===== src/rtl/zclock_gen.sv =====
// Z80 clock generator: derives zpos/zneg strobes and the inverted zclk_out pin
// drive from fclk, phase-locked to the arbiter via sync, with wait stretching.
module zclock_gen #(
  parameter int PHASE_BITS  = 3,
  parameter int RFSH_SWITCH = 1
) (
  input  logic       fclk,
  input  logic       rst_n,
  input  logic       sync,
  input  logic [1:0] turbo,
  input  logic       rfsh_n,
  input  logic       wait_req,
  output logic       zclk_out,
  output logic       zpos,
  output logic       zneg,
  output logic [1:0] int_turbo,
  output logic       stalled
);

  localparam int MAX_MODE = PHASE_BITS - 1;

  logic [PHASE_BITS-1:0] r_ph;
  logic                  r_zpos;
  logic                  r_zneg;
  logic                  r_zclk;
  logic [1:0]            r_int_turbo;
  logic                  r_stalled;
  logic                  r_old_rfsh;
  logic                  r_arm;
  logic [1:0]            r_mode_req;

  logic [1:0]            w_turbo_sat;
  logic [PHASE_BITS-1:0] w_mask;
  logic [PHASE_BITS-1:0] w_half;
  logic [PHASE_BITS-1:0] w_ph_off;
  logic                  w_zpos_slot;
  logic                  w_zneg_slot;

  // The divider is a power of two, so "ph mod P" is a mask and P/2 is its top bit.
  assign w_turbo_sat = (int'(turbo) > MAX_MODE) ? 2'(MAX_MODE) : turbo;
  assign w_mask      = {PHASE_BITS{1'b1}} >> r_int_turbo;
  assign w_half      = w_mask & ~(w_mask >> 1);
  assign w_ph_off    = r_ph & w_mask;
  assign w_zpos_slot = (w_ph_off == '0);
  assign w_zneg_slot = (w_ph_off == w_half);

  always_ff @(posedge fclk or negedge rst_n) begin
    if (!rst_n) begin
      r_ph        <= '0;
      r_zpos      <= 1'b0;
      r_zneg      <= 1'b0;
      r_zclk      <= 1'b1;
      r_int_turbo <= 2'd0;
      r_stalled   <= 1'b0;
      r_old_rfsh  <= 1'b1;
      r_arm       <= 1'b0;
      r_mode_req  <= 2'd0;
    end else begin
      r_ph   <= sync ? '0 : r_ph + 1'b1;
      r_zpos <= w_zpos_slot && !wait_req;
      r_zneg <= w_zneg_slot && !r_stalled;

      // A wait at a rising-edge slot holds the Z80 clock low until a later slot.
      if (w_zpos_slot) begin
        r_stalled <= wait_req;
      end

      if (r_zpos) begin
        r_zclk <= 1'b0;
      end else if (r_zneg) begin
        r_zclk <= 1'b1;
      end

      if (r_arm && (r_ph == '0) && !r_stalled) begin
        r_int_turbo <= r_mode_req;
        r_arm       <= 1'b0;
      end

      // Arming comes after the apply so a fresh request wins if both coincide.
      if (r_zpos) begin
        r_old_rfsh <= rfsh_n;
        if ((RFSH_SWITCH == 0) || (r_old_rfsh && !rfsh_n)) begin
          r_arm      <= 1'b1;
          r_mode_req <= w_turbo_sat;
        end
      end
    end
  end

  assign zpos      = r_zpos;
  assign zneg      = r_zneg;
  assign zclk_out  = r_zclk;
  assign int_turbo = r_int_turbo;
  assign stalled   = r_stalled;

endmodule


===== config.mk =====
export PLATFORM = sky130hd
export DESIGN_NAME = zclock_gen
export DESIGN_NICKNAME = d
export VERILOG_FILES = /design/src/rtl/zclock_gen.sv
export SDC_FILE = /design/constraint.sdc
export NUM_CORES = 1
export LEC_CHECK = 0
export ABC_CLOCK_PERIOD_IN_PS = 1700
export CAP_MARGIN = 30
export CORE_AREA = 5 5 42 44
export CTS_CLUSTER_SIZE = 12
export DETAILED_ROUTE_END_ITERATION = 6
export DIE_AREA = 0 0 47 49
export PLACE_DENSITY = 0.79
export SYNTH_ARGS = -nofsm -noshare
export SYNTH_HDL_FRONTEND = slang
export SYNTH_SLANG_ARGS = --single-unit

===== constraint.sdc =====
create_clock -name fclk -period 1.7 [get_ports fclk]
set_input_delay 0.425 -clock fclk [delete_from_list [all_inputs] [get_ports fclk]]
set_output_delay 0.425 -clock fclk [all_outputs]
set_load 0.1 [all_outputs]

==> results of run 1 <==
## stage by stage
| step | hold slack, ns | power [mW] | cells | utilization [%] |
|---|---|---|---|---|
| after global placement | 0.472 | 1.27 | 74 | 55.0 |
| after global routing | 0.459 | 1.54 | 78 | 56.9 |
| after floorplan | 0.129 | 0.988 | 45 | - |
| final | 0.449 | 1.46 | 78 | 56.9 |
| after detailed placement | 0.487 | 1.29 | 74 | 55.0 |
| after CTS | 0.446 | 1.48 | 78 | 56.9 |
## how the worst max path moves through the flow
stage | startpoint | to | depth (start not counted)
floorplan | zpos$_DFF_PN0_ | r_mode_req[1]$_DFFE_PN0P_ | 2
global placement | rfsh_n | r_mode_req[1]$_DFFE_PN0P_ | 3
detailed placement | r_ph[0]$_DFF_PN0_ | int_turbo[1]$_DFFE_PN0P_ | 5
CTS | r_ph[0]$_DFF_PN0_ | int_turbo[1]$_DFFE_PN0P_ | 5
global route | r_ph[0]$_DFF_PN0_ | int_turbo[1]$_DFFE_PN0P_ | 5
finish | r_ph[0]$_DFF_PN0_ | int_turbo[1]$_DFFE_PN0P_ | 5
## cell usage in the layout, fill, tap and decap left out, types with 2 or more instances in the layout
master,Yosys,layout
ha_1,2,2
inv_1,3,3
clkdlybuf4s50_1,0,6
clkbuf_4,0,3
dfstp_2,2,2
nor2_1,8,8
buf_12,0,6
mux2_1,5,5
nand2_1,2,2
dfrtp_1,11,9
dfrtp_2,0,2
## cell families after synthesis
group	count (synthesis)	synth area share [%]
adder cells (fa/ha/maj)	2	4.46
flip-flops	13	58.5
AO/OA/AOI/OAI	5	7.81
XOR/XNOR	1	1.56
multiplexers	5	10.0
AND/OR/NAND/NOR	16	15.6
buffers and inverters	3	2.01
## synthesized netlist by cell type
cell type | n | area share (%)
a221oi_2 | 1 | 2.7
and2_1 | 1 | 1.1
nand3b_1 | 1 | 1.3
nor2b_1 | 1 | 1.1
nor4b_2 | 1 | 2.7
inv_1 | 3 | 2.0
dfstp_2 | 2 | 9.4
mux2_1 | 5 | 10
ha_1 | 2 | 4.5
a211oi_1 | 1 | 1.3
dfrtp_1 | 11 | 49
o31ai_1 | 1 | 1.3
nand2_1 | 2 | 1.3
xnor2_1 | 1 | 1.6
a2111oi_0 | 1 | 1.6
nand2b_2 | 1 | 1.6
o21ai_1 | 1 | 0.89
nand2b_1 | 1 | 1.1
nor2_1 | 8 | 5.4
## cell type report
| cell class | count | area [um^2] |
|---|---|---|
| fillers | 121 | 604 |
| flip-flops and latches | 13 | 330 |
| multi-input cells | 29 | 221 |
| repair buffers | 13 | 188 |
| clock buffers | 4 | 26.3 |
| well taps | 16 | 20.0 |
| inverters | 3 | 11.3 |
## power groups by stage
stage / Sequential (mW) / Clock [mW] / Combinational, mW
after floorplan: 0.856 / 0 / 0.132
after global placement: 0.537 / 0 / 0.737
after detailed placement: 0.547 / 0 / 0.747
after CTS: 0.541 / 0.191 / 0.748
after global routing: 0.558 / 0.207 / 0.771
final: 0.539 / 0.181 / 0.741
## routing by layer
metal / wire length, um / part of all wire [%]
met1: 389 / 39
met2: 539 / 54
met3: 51 / 5.1
met4: 18 / 1.8
met5: 0 / 0
## worst max-delay path, stage by stage (launching register included)
cell     delay [ns]
dfrtp_1        0.43
inv_1          0.12
ha_1           0.15
inv_1          0.06
nor4b_2        0.33
mux2_1         0.36
==> flow_summary.ini, run 1 <==
[status]
status = finished, final reports clean

[cts]
cts_tree = built
cts.path.max_buffers = 2
cts_buffers = 3
cts_max_level = 1
cts_resized = 0
holdBufCountCts = 0
postCtsSetupBuffers = 0
path_clk_slew_ns = 0.07
root_buffer = clkbuf_4
clock-sinks = 13
clkLatencyLatePin_ns = 0.26

[synth]
ys_types = 19
syn_avg_cell_area_um2 = 12.5
ys_seq_area_share_pct = 58.5
syn_inst = 45
yosys_register_bits = 13
synth_fp_nets = 54
yosysWarnings = 0
netlist_area_um2 = 561

[sta]
period_needed_ns = 1.57
hold_viol = 0
slew_headroom_pct = 74.1
rsz0062_at_grt = false
maxClockFrequency_mhz = 635
drv_slew = 0
finalSetupViolations = 0
period_share_pct = 92.6
setup-tns-final_ns = 0
worst_slack_ns = 0.125
clock-skew-final_ns = 0.000600
tightest_slew_ns = 0.379

[pwr]
p_int_mw = 0.800
p_leak_nw = 0.349
p_switching_mw = 0.661
combPwrFrac_pct = 50.7
swShare_pct = 45.2
powerDensity_nw_per_um2 = 1830
p_clk_share_pct = 12.4
power_frac_seq_pct = 36.9
peakVddDrop_v = 0.000794

[floorplan]
num_io_pins = 13
row_count = 14
die_h_um = 49
design.core.area_um2 = 1400
start_util_pct = 40.0
die_w_um = 47
die_area_um2 = 2300

[critical_path]
rr_worst_depth = 5
reg2reg_to = int_turbo[1]$_DFFE_PN0P_
crit_arrival_ns = 1.72
startpoint_type = flop
crit_type = reg -> reg
critPathMaxFanout = 5
required_ns = 1.85
reg2reg_slack_ns = 0.13
r2r_start = r_ph[0]$_DFF_PN0_
end_kind = flop

[routing]
drt-total-wl_um = 998
vias = 386
first_pass_iters = 1
wl_per_cell_um = 12.8
ant_nets = 0
drt-initial-drc-count = 0
via_per_inst = 4.95
drc = 0

[finish]
layout-drive-gt1-share_pct = 27.4
final_nets = 72
final_cell_area_um2 = 797
largest-register = r_ph
largest_register_ffs = 3
area_growth_syn_to_layout_pct = 42.2
n_antenna_cell = 0

[global_route]
grt-ovfl-total = 0
grt_use_total_pct = 10.7
grt_busiest_layer = met2
grt_util_met3_pct = 2.21
use_met2_pct = 16.1
grt_pass1_wl_um = 1720
grt_start_max_net_pins = 14
antenna_found_initial = 0
met1_usage_pct = 12.5
grt_pass1_vias = 403

[min_path]
hold_path_class = in -> async

[placement]
dpl_cell_area_um2 = 771
pre_cts_slack_ns = 0.117
dp_hpwl_um = 830
port_buffers = 12
gp_congestion = 0.725

[run]
cap_violations = 0
(Power assumes the default switching activity.)
==> run 2, diff against run 1 <==
--- a/config.mk
+++ b/config.mk
@@ -6,12 +6,12 @@
 export NUM_CORES = 1
 export LEC_CHECK = 0
 export ABC_CLOCK_PERIOD_IN_PS = 1700
-export CAP_MARGIN = 30
 export CORE_AREA = 5 5 42 44
 export CTS_CLUSTER_SIZE = 12
 export DETAILED_ROUTE_END_ITERATION = 6
 export DIE_AREA = 0 0 47 49
 export PLACE_DENSITY = 0.79
+export SKIP_CTS_REPAIR_TIMING = 1
 export SYNTH_ARGS = -nofsm -noshare
 export SYNTH_HDL_FRONTEND = slang
 export SYNTH_SLANG_ARGS = --single-unit
==> results of run 2 <==
No change in the layout: final DEF, timing and power equal those of run 1.
==> run 3, diff against run 2 <==
--- a/config.mk
+++ b/config.mk
@@ -11,6 +11,7 @@
 export DETAILED_ROUTE_END_ITERATION = 6
 export DIE_AREA = 0 0 47 49
 export PLACE_DENSITY = 0.79
+export REMOVE_ABC_BUFFERS = 1
 export SKIP_CTS_REPAIR_TIMING = 1
 export SYNTH_ARGS = -nofsm -noshare
 export SYNTH_HDL_FRONTEND = slang
==> run 3 against run 2 <==
Combinational power decreased by 0.9%. Sequential share of layout area increased by 0.21 points. Clock skew increased by 0.0012 ns. Routed wire length decreased by 9.5%. Clock power about the same. Via count decreased by 1.0%. Worst setup slack improved by 0.0024 ns. Final cell count decreased by 1.3%. Critical path depth unchanged. Critical endpoint is now int_turbo[0]$_DFFE_PN0P_. Highest routed layer is now met3.
==> flow_summary.ini, run 3 (synthesized netlist as in run 1, its figures left out) <==
[finish]
final_cell_area_um2 = 787
largest_register_ffs = 3
multi_input_area_um2 = 221
n_antenna_cell = 0
final_nets = 71
mostFrequentLayoutCells = dfrtp_1 (11), nor2_1 (8), clkdlybuf4s50_1 (6), buf_12 (6), mux2_1 (5)
regArea_um2 = 328
layout-drive-gt1-share_pct = 23.0
area_growth_syn_to_layout_pct = 40.4
fillers = 120
layout_commonest_cell = dfrtp_1
largest-register = r_ph

[sta]
rsz0062_at_grt = false
period_needed_ns = 1.57
slew_headroom_pct = 63.3
worst_slack_ns = 0.128
holdWs_ns = 0.500
drv_slew = 0
maxClockFrequency_mhz = 636
finalSetupViolations = 0
tightest_slew_ns = 0.549
period_share_pct = 92.5
clock-skew-final_ns = 0.00181
hold_viol = 0

[cts]
clock-sinks = 13
cts_max_level = 1
cts.path.max_buffers = 2
path_clk_slew_ns = 0.07
cts_tree = built
root_buffer = clkbuf_4
clkLatencyLatePin_ns = 0.27
cts_buffers = 3

[global_route]
grt_use_total_pct = 9.45
grt_pass1_vias = 388
antenna_found_initial = 0
grt-ovfl-total = 0
grt_pass1_wl_um = 1550
grt_start_max_net_pins = 14

[status]
status = finished, final reports clean

[placement]
dp_hpwl_um = 689
dpl_cell_area_um2 = 761
pre_cts_slack_ns = 0.142
port_buffers = 12
gp_congestion = 0.703

[routing]
drt-total-wl_um = 903
ant_nets = 0
vias = 382
drt-initial-drc-count = 5
wl_per_cell_um = 11.7
drc = 0
first_pass_iters = 2
via_per_inst = 4.96

[pwr]
p_leak_nw = 0.346
peakVddDrop_v = 0.000903
powerDensity_nw_per_um2 = 1840

[floorplan]
die_w_um = 47
row_count = 14
start_util_pct = 40.0
die_h_um = 49
die_area_um2 = 2300
design.core.area_um2 = 1400
num_io_pins = 13

[critical_path]
crit_path_cell_trace = inv_1 > ha_1 > inv_1 > nor4b_2 > mux2_1
critPathSlowestCell = dfrtp_1
crit_type = reg -> reg
critPathMaxFanout = 5
crit_arrival_ns = 1.73
startpoint_type = flop
cp_top_family = flip-flops
critPathMostFrequentCell = inv_1
critPathMaxStageDelay_ns = 0.43
cp_num_buf_inv = 2
end_kind = flop
required_ns = 1.85

[run]
cap_violations = 0

[min_path]
hold_path_class = reg -> reg
run 3: cell count changes in the layout (fill, tap and decap cells not counted):
| cell | before | now |
|---|---|---|
| dfrtp_1 | 9 | 11 |
| buf_4 | 1 | 0 |
| dfrtp_2 | 2 | 0 |
run 3: tightest hold or removal path: cells and delay by family, from the launching register on:
| kind | cells | cell delay, ns |
|---|---|---|
| AO/OA/AOI/OAI | 1 | 0.06 |
| flip-flops | 1 | 0.35 |
| AND/OR/NAND/NOR | 1 | 0.05 |
run 3: final cells by class:
type	count	share of cell area (%)
tap	16	2.54
multi-input combinational	29	28.1
clock buffer	4	3.34
inverter	3	1.43
sequential	13	41.7
timing repair buffer	12	22.9
run 3: final timing paths:
path / depth (start not counted) / end / from / slack, ns
min in group asynchronous: 1 / r_ph[2]$_DFF_PN0_ / rst_n / 0.51
min reg2reg: 2 / r_mode_req[0]$_DFFE_PN0P_ / r_mode_req[0]$_DFFE_PN0P_ / 0.50
max: 5 / int_turbo[0]$_DFFE_PN0P_ / r_ph[0]$_DFF_PN0_ / 0.13
max reg2reg: 5 / int_turbo[0]$_DFFE_PN0P_ / r_ph[0]$_DFF_PN0_ / 0.13
min: 2 / r_mode_req[0]$_DFFE_PN0P_ / r_mode_req[0]$_DFFE_PN0P_ / 0.50
max in group asynchronous: 1 / zclk_out$_DFFE_PN1P_ / rst_n / 0.82
run 3: routing by layer:
layer | up-vias | share of wire, % | GRT usage [%]
met2 | 10 | 52 | 14.7
li1 | 185 | - | -
met5 | - | 0 | 0
met1 | 187 | 41 | 10.6
met4 | 0 | 0 | 6.91
met3 | 0 | 7.2 | 2.21
run 3: through the flow:
| stage | cells | utilization, % | total power [mW] | TNS [ns] |
|---|---|---|---|---|
| global placement | 73 | 54.3 | 1.27 | 0 |
| floorplan | 45 | - | 0.984 | -0.103 |
| global route | 77 | 56.2 | 1.52 | 0 |
| detailed placement | 73 | 54.3 | 1.27 | 0 |
| CTS | 77 | 56.2 | 1.47 | 0 |
| finish | 77 | 56.2 | 1.45 | 0 |
run 3: where the power goes:
group	total [mW]	switching, mW	internal (mW)	leakage [nW]
logic	0.734	0.453	0.281	0.170
registers	0.533	0.112	0.421	0.162
clock network	0.182	0.0917	0.0908	0.0150
total	1.45	0.657	0.793	0.346
==> variant, RTL diff (settings of run 2) <==
Register the output `stalled` once more, with the module's reset; this adds one clock of latency there. The other outputs are not delayed to match.
--- a/src/rtl/zclock_gen.sv
+++ b/src/rtl/zclock_gen.sv
@@ -92,5 +92,11 @@
   assign zclk_out  = r_zclk;
   assign int_turbo = r_int_turbo;
-  assign stalled   = r_stalled;
+  always_ff @(posedge fclk or negedge rst_n) begin
+    if (!rst_n) begin
+      stalled <= '0;
+    end else begin
+      stalled <= r_stalled;
+    end
+  end
 
 endmodule
Behaviour: not the same (a bounded check fails within 4 cycles, from zero or initial values and one cycle with rst_n low).
==> variant against run 2 <==
Worst setup slack better by 0.0037 ns; cell area is 4.4% higher; via count is 1.6% lower; highest routed layer is now met3; count of clock-buffer cells in the layout stayed put; synthesized area is 4.5% higher; power is 5.9% higher; wire length is 5.7% lower; sequential cell count is 1 higher; clock skew is 0.0023 ns higher.
==> variant: results (changes against run 2) <==
INFO  metric worstMarginPinSlew = 0.342 ns (-0.0365 ns)
INFO  metric worst_flop_to_flop_path_endpoint = int_turbo[0]
INFO  metric post_synth_fa_ha_maj_area_fraction = 4.27% (-0.19 points)
INFO  metric wl_per_cell = 11.9 um (-6.9%)
INFO  metric viasPerCell = 4.81 (-2.8%)
INFO  metric synth_area_leaders = sky130_fd_sc_hd__dfrtp_1, sky130_fd_sc_hd__mux2_1, sky130_fd_sc_hd__dfstp_2, sky130_fd_sc_hd__nor2_1, sky130_fd_sc_hd__ha_1
INFO  metric outcome = finished clean
INFO  metric synth_compound_area_share = 7.48% (-0.33 points)
INFO  metric placement.setup.worst_slack = 0.143 ns (+0.0263 ns)
INFO  metric drive_gt1_share = 28.6% (+1.2 points)
INFO  metric yosys-top-cells-count = sky130_fd_sc_hd__dfrtp_1, sky130_fd_sc_hd__nor2_1, sky130_fd_sc_hd__mux2_1
INFO  metric fillerInstances = 115 (-5.0%)
INFO  metric timing.clock.skew = 0.00289 ns (+0.00229 ns)
INFO  metric met2_usage = 16.3% (+0.23 points)
INFO  metric wire_length_of_the_first_global_routing_pass = 1.65 mm (-4.0%)
INFO  metric synthXorXnorAreaFrac = 1.50% (-0.067 points)
INFO  metric p_clk = 235 uW (+30%)
INFO  metric detailed_place_hpwl = 728 um (-12%)
INFO  metric first_global_vias = 378 (-6.2%)
INFO  metric grt_max_degree = 15 (+1)
INFO  metric wl_met1 = 414 um (+6.4%)
INFO  metric finalWeightedCongestion = 0.781 (+7.7%)
INFO  metric nets_final = 73 (+1.4%)
INFO  metric drt-initial-drc-count = 5 (+5)
INFO  metric aggregate_global_route_resource_usage = 10.3% (-0.39 points)
INFO  metric max_freq = 0.636 GHz (+0.24%)
INFO  metric power.share.switching = 43.5% (-1.7 points)
INFO  metric seq_area_frac_synth = 60.3% (+1.8 points)
INFO  metric met3_length = 63 um (+24%)
INFO  metric power-per-cell-area = 1860 nW/um2 (+1.5%)
-- variant: critical path, cell delays in order, from the launching register on --
cell                      delay, ns
sky130_fd_sc_hd__dfrtp_1       0.43
sky130_fd_sc_hd__inv_1         0.13
sky130_fd_sc_hd__ha_1          0.15
sky130_fd_sc_hd__inv_1         0.05
sky130_fd_sc_hd__nor4b_2       0.33
sky130_fd_sc_hd__mux2_1        0.37
-- variant: stage by stage --
| step | cells | instance area [um2] | hold slack (ns) |
|---|---|---|---|
| after floorplan | 46 | 588 | 0.129 |
| after global placement | 75 | 796 | 0.457 |
| after detailed placement | 75 | 796 | 0.458 |
| after CTS | 79 | 832 | 0.432 |
| after global routing | 79 | 832 | 0.454 |
| final | 79 | 832 | 0.441 |
-- variant: area by class of cell --
| class | count | share of cell area, % |
|---|---|---|
| multi-input combinational | 29 | 26.6 |
| inverter | 3 | 1.35 |
| tap | 16 | 2.41 |
| timing repair buffer | 13 | 22.6 |
| sequential | 14 | 42.7 |
| clock buffer | 4 | 4.36 |
